===== config.mk =====
export PLATFORM = sky130hd
export DESIGN_NAME = tile_dma_mb
export DESIGN_NICKNAME = d
export VERILOG_FILES = /design/src/rtl/tile_dma_mb.sv
export SDC_FILE = /design/constraint.sdc
export NUM_CORES = 1
export LEC_CHECK = 0
export CAP_MARGIN = 15
export CORE_UTILIZATION = 30
export DETAILED_ROUTE_END_ITERATION = 7
export GPL_ROUTABILITY_DRIVEN = 0
export MAX_ROUTING_LAYER = met4
export SLEW_MARGIN = 20
export SYNTH_ARGS = -nofsm -noshare
export SYNTH_HDL_FRONTEND = slang
export SYNTH_SLANG_ARGS = --single-unit
export TNS_END_PERCENT = 20

===== constraint.sdc =====
create_clock -name clk -period 2.1 [get_ports clk]
set_clock_uncertainty 0.05 [all_clocks]
set_input_delay 0.525 -clock clk [delete_from_list [all_inputs] [get_ports clk]]
set_output_delay 0.525 -clock clk [all_outputs]
set_load 0.01 [all_outputs]

===== src/rtl/tile_dma_mb.sv =====
// tile_dma_mb: streams host words into one of NBUF round-robin BRAM buffers
// and hands each filled buffer to a consumer until it is released.
module tile_dma_mb #(
    parameter int W     = 16,
    parameter int DEPTH = 256,
    parameter int NBUF  = 4,
    localparam int AW   = $clog2(DEPTH),
    localparam int BW   = $clog2(NBUF)
) (
    input  logic             clk,
    input  logic             rst,
    input  logic             start_valid,
    output logic             start_ready,
    input  logic [AW:0]      start_len,
    input  logic             abort,
    input  logic             in_valid,
    output logic             in_ready,
    input  logic [W-1:0]     in_data,
    output logic             bram_we,
    output logic [BW+AW-1:0] bram_waddr,
    output logic [W-1:0]     bram_wdata,
    output logic             load_done,
    output logic [BW-1:0]    done_buf,
    input  logic             rel_valid,
    input  logic [BW-1:0]    rel_buf,
    output logic             rel_err,
    output logic [NBUF-1:0]  full_mask,
    output logic             busy
);
    typedef enum logic [1:0] {S_IDLE, S_LOAD, S_DONE} state_e;
    localparam logic [AW:0] DEPTH_L = (AW+1)'(DEPTH);

    state_e          state_q, state_d;
    logic [BW-1:0]   wr_ptr_q, cur_buf_q, done_buf_q;
    logic [AW:0]     count_q, len_q, count_nx;
    logic [NBUF-1:0] full_mask_q, full_mask_d;
    logic            rel_err_q, accept, beat, last, rel_ok;

    assign accept   = start_valid & start_ready;
    assign beat     = in_valid & in_ready;
    assign count_nx = count_q + (AW+1)'(1);
    assign last     = count_nx == len_q;
    assign rel_ok   = rel_valid & full_mask_q[rel_buf];

    always_ff @(posedge clk or posedge rst)
        if (rst) state_q <= S_IDLE;
        else     state_q <= state_d;

    always_comb begin
        state_d = state_q;
        case (state_q)
            S_IDLE:  state_d = accept ? S_LOAD : S_IDLE;
            S_LOAD:  state_d = abort ? S_IDLE : (beat && last) ? S_DONE : S_LOAD;
            default: state_d = S_IDLE;
        endcase
    end

    always_comb begin
        start_ready = (state_q == S_IDLE) & ~full_mask_q[wr_ptr_q];
        in_ready    = (state_q == S_LOAD) & ~abort;
        load_done   = state_q == S_DONE;
        busy        = state_q != S_IDLE;
        done_buf    = load_done ? cur_buf_q : done_buf_q;
    end

    assign bram_we    = beat;
    assign bram_waddr = {cur_buf_q, count_q[AW-1:0]};
    assign bram_wdata = in_data;
    assign rel_err    = rel_err_q;
    assign full_mask  = full_mask_q;

    // A release is judged against the pre-cycle mask, so it cannot cancel a same-cycle fill.
    assign full_mask_d = (full_mask_q & ~(rel_ok ? NBUF'(1) << rel_buf : '0))
                       | (load_done ? NBUF'(1) << cur_buf_q : '0);

    always_ff @(posedge clk or posedge rst) begin
        if (rst) begin
            wr_ptr_q    <= '0;
            cur_buf_q   <= '0;
            done_buf_q  <= '0;
            count_q     <= '0;
            len_q       <= '0;
            full_mask_q <= '0;
            rel_err_q   <= 1'b0;
        end else begin
            if (accept) begin
                len_q     <= (start_len == '0 || start_len > DEPTH_L) ? DEPTH_L : start_len;
                cur_buf_q <= wr_ptr_q;
                count_q   <= '0;
            end else if (beat) begin
                count_q <= count_nx;
            end
            if (load_done) begin
                wr_ptr_q   <= wr_ptr_q + 1'b1;
                done_buf_q <= cur_buf_q;
            end
            full_mask_q <= full_mask_d;
            rel_err_q   <= rel_valid & ~full_mask_q[rel_buf];
        end
    end
endmodule


==> results of run 1 <==
-- per-stage QoR --
step           setup TNS (ns)  util, %
6_report                    0    39.28
3_5_place_dp           -1.279    37.79
5_1_grt              -0.07995    39.28
3_3_place_gp          -0.9811    37.79
2_1_floorplan               0        -
4_1_cts                     0    39.08
-- flip-flops by register name, indices dropped and copies added, names as in the netlist --
register    count
rel_err         1
done_buf_q      2
count_q         9
full_mask       4
wr_ptr_q        2
cur_buf_q       2
state_q         2
len_q           9
-- cells in the final DEF (no fill, tap or decap), types with 2 or more instances in the layout --
cell             synthesis  layout
dlygate4sd2_1            0       5
xor2_1                   3       3
inv_1                    7       6
o21ai_1                 13      13
a32o_1                   2       2
nor2b_1                  2       2
o211ai_1                 2       2
o31ai_1                  2       2
clkbuf_8                 0       5
mux4_2                   2       2
buf_4                   27      24
a21oi_1                  5       5
nor2_2                   1       2
nand2b_1                12      12
nand3_1                  3       3
nand2_1                 37      37
o21ai_0                 12      12
nor3_1                   3       3
o41ai_1                  3       3
a31oi_1                  2       2
a2111oi_2                0       2
dfrtp_1                 31      30
nand3b_1                 2       2
or3_1                    2       2
nor4_1                   2       2
ha_1                     2       2
clkdlybuf4s50_1          0      31
nor2_1                  11      10
clkinvlp_4               0       2
nand4_1                  2       2
xnor2_1                  7       7
-- metal layers --
metal | wire length [microns] | vias up | GRT usage [%]
li1 | - | 806 | -
met1 | 2200 | 737 | 19.72
met2 | 2101 | 39 | 23.97
met3 | 171 | 5 | 2.747
met4 | 51 | 0 | 4.828
met5 | 0 | - | -
-- path summary, 6_finish.rpt --
path                               start             to  slack, ns  cells after the start
max                                abort       in_ready       0.05                      3
max reg2reg                  wr_ptr_q[0]     count_q[6]       0.24                      7
min in group asynchronous            rst     count_q[2]       0.57                      3
max in group asynchronous            rst    wr_ptr_q[0]       1.12                      3
min                        done_buf_q[0]  done_buf_q[0]       0.42                      2
min reg2reg                done_buf_q[0]  done_buf_q[0]       0.42                      2
-- critical path: cells and delay by family --
kind          cells  cell delay, ns
buf+inv           2            0.72
simple gates      1            0.23
-- logic make-up (layout without fill, tap and decap cells) --
family                   count (synthesis)  count (layout)  synth area share, %
XOR/XNOR                                10              10                4.490
flip-flops                              31              31                39.77
adder cells (fa/ha/maj)                  2               2                1.283
multiplexers                             3               3                2.822
AO/OA/AOI/OAI                           47              47                15.20
buffers and inverters                   38              77                12.70
AND/OR/NAND/NOR                         86              86                23.73
-- layout make-up --
class | count | area (sq um)
clock buffers | 5 | 68.82
clock inverters | 3 | 20.02
fillers | 655 | 3834
inverters | 7 | 26.28
multi-input cells | 148 | 940.9
flip-flops and latches | 31 | 777.0
well taps | 77 | 96.34
repair buffers | 62 | 550.5
-- report_power, final --
part,internal (W),switching [W]
Combinational,0.000370,0.000349
Clock,0.000230,0.000246
Sequential,0.000700,0.000109
-- what timing repair did --
action / 4_1_cts / 5_1_grt
pin swaps: 0 / 1
endpoints found under the setup margin: 7 / 5
cloned: 0 / 0
resized for setup: 13 / 5
==> flow_summary.toml, run 1 <==
[logic_synthesis]
synth_cells = 217
ys_seq_area_share_pct = 39.77
synth-edff-count = 0
mappedNetlistNets = 252
ys_ff_latch = 31
avgSynthCellArea_sq_um = 8.989
synth_top_area_share_pct = 39.77
synth_most_common_cell = "nand2_1"
yosys_warnings = 0
async_flop_share_pct = 100.0
synthTopCellsByArea = "dfrtp_1 (40%), buf_4 (10%), nand2_1 (7.1%)"
yosys.area.top_type = "dfrtp_1"
synthTopCellsByCount = "nand2_1 (37), dfrtp_1 (31), buf_4 (27)"
synth_flop_cell = "dfrtp_1"
yosysUniqueCellTypes = 44
syn-cell-area_sq_mm = 0.001951

[global_route]
overflow = 0
grt_max_degree = 32
grt_pass1_wl_microns = 7438
antenna_found_initial = 0
grtUsageTotal_pct = 15.18
grt_pass1_vias = 1534

[drt]
drt_iter0_markers = 69
drc_errors = 0
drtPass1Iterations = 6
drt-wirelength-per-cell_microns = 13.59
viasPerCell = 4.766
via_count = 1587
routed_wl_microns = 4524
antenna_left = 0

[critical_path]
arrival_ns = 1.47
required_ns = 1.52
crit_fanout = 2
critical_path_class = "in -> out"
cp-start-kind = "primary input"
crit_chain = "clkdlybuf4s50_1, nor3b_1, dlygate4sd2_1"
slowest_stage = "clkdlybuf4s50_1"
crit_path_end_kind = "output pin"
slowest_delay_ns = 0.42

[power]
p_leak_nw = 1.069
ir_worst_vdd_v = 0.0003549
powerDensity_mw_per_mm2 = 808.3
p_total_w = 0.002004

[placement]
hpwlAfterDp_microns = 3535
portBuffers = 38
dpl_cell_area_sq_mm = 0.002386
place_inst = 325
pre_cts_slack_ns = -0.3142

[timing]
final.period_utilization_pct = 97.51
timing.fmax_ghz = 0.4884
fin_crit_ns = 2.048
rsz0062_at_grt = "yes"
drv_slew = 0
hold_slack_ns = 0.4201
hold_viol_final = 0
worst_slack_ns = 0.05229
tightest_slew_ns = 0.4074
slew_headroom_pct = 72.84
setup_viol = 0

[finish]
fin_cells = 333
drive_gt1_share_pct = 18.36
fin_area_sq_mm = 0.002480
area_growth_syn_to_layout_pct = 27.13
diodes = 0
fin_nets = 290

[run_status]
status = "finished clean"

[floorplanning]
rows = 29
die_h_microns = 82.64
coreArea_sq_mm = 0.006314
io_pins = 71
die_w_microns = 82.64
start_util_pct = 30.90
die-area_sq_mm = 0.006829

[clock_tree]
cts-root-buf = "clkbuf_8"
clock_path_buffers = 2
insertion_delay_ns = 0.29
cts_buffers = 5
cts_htree_levels = 2
cts_setup_buffers = 0
postCtsHoldBufs = 0
cts.clk_slew.worst_paths_ns = 0.07
cts.sinks = 31
cts_tree = "done"

[worst_hold_path]
min_path_type = "reg -> reg"

[flow_run]
maxCapViolCount = 0
Note: power is estimated with default switching activity, not from simulation.
==> inputs of run 2 (changes only) <==
Settings changed: PLACE_DENSITY from default to 0.6.
==> results of run 2 <==
Same layout as run 1: the final DEF is identical, and so are final timing and power.
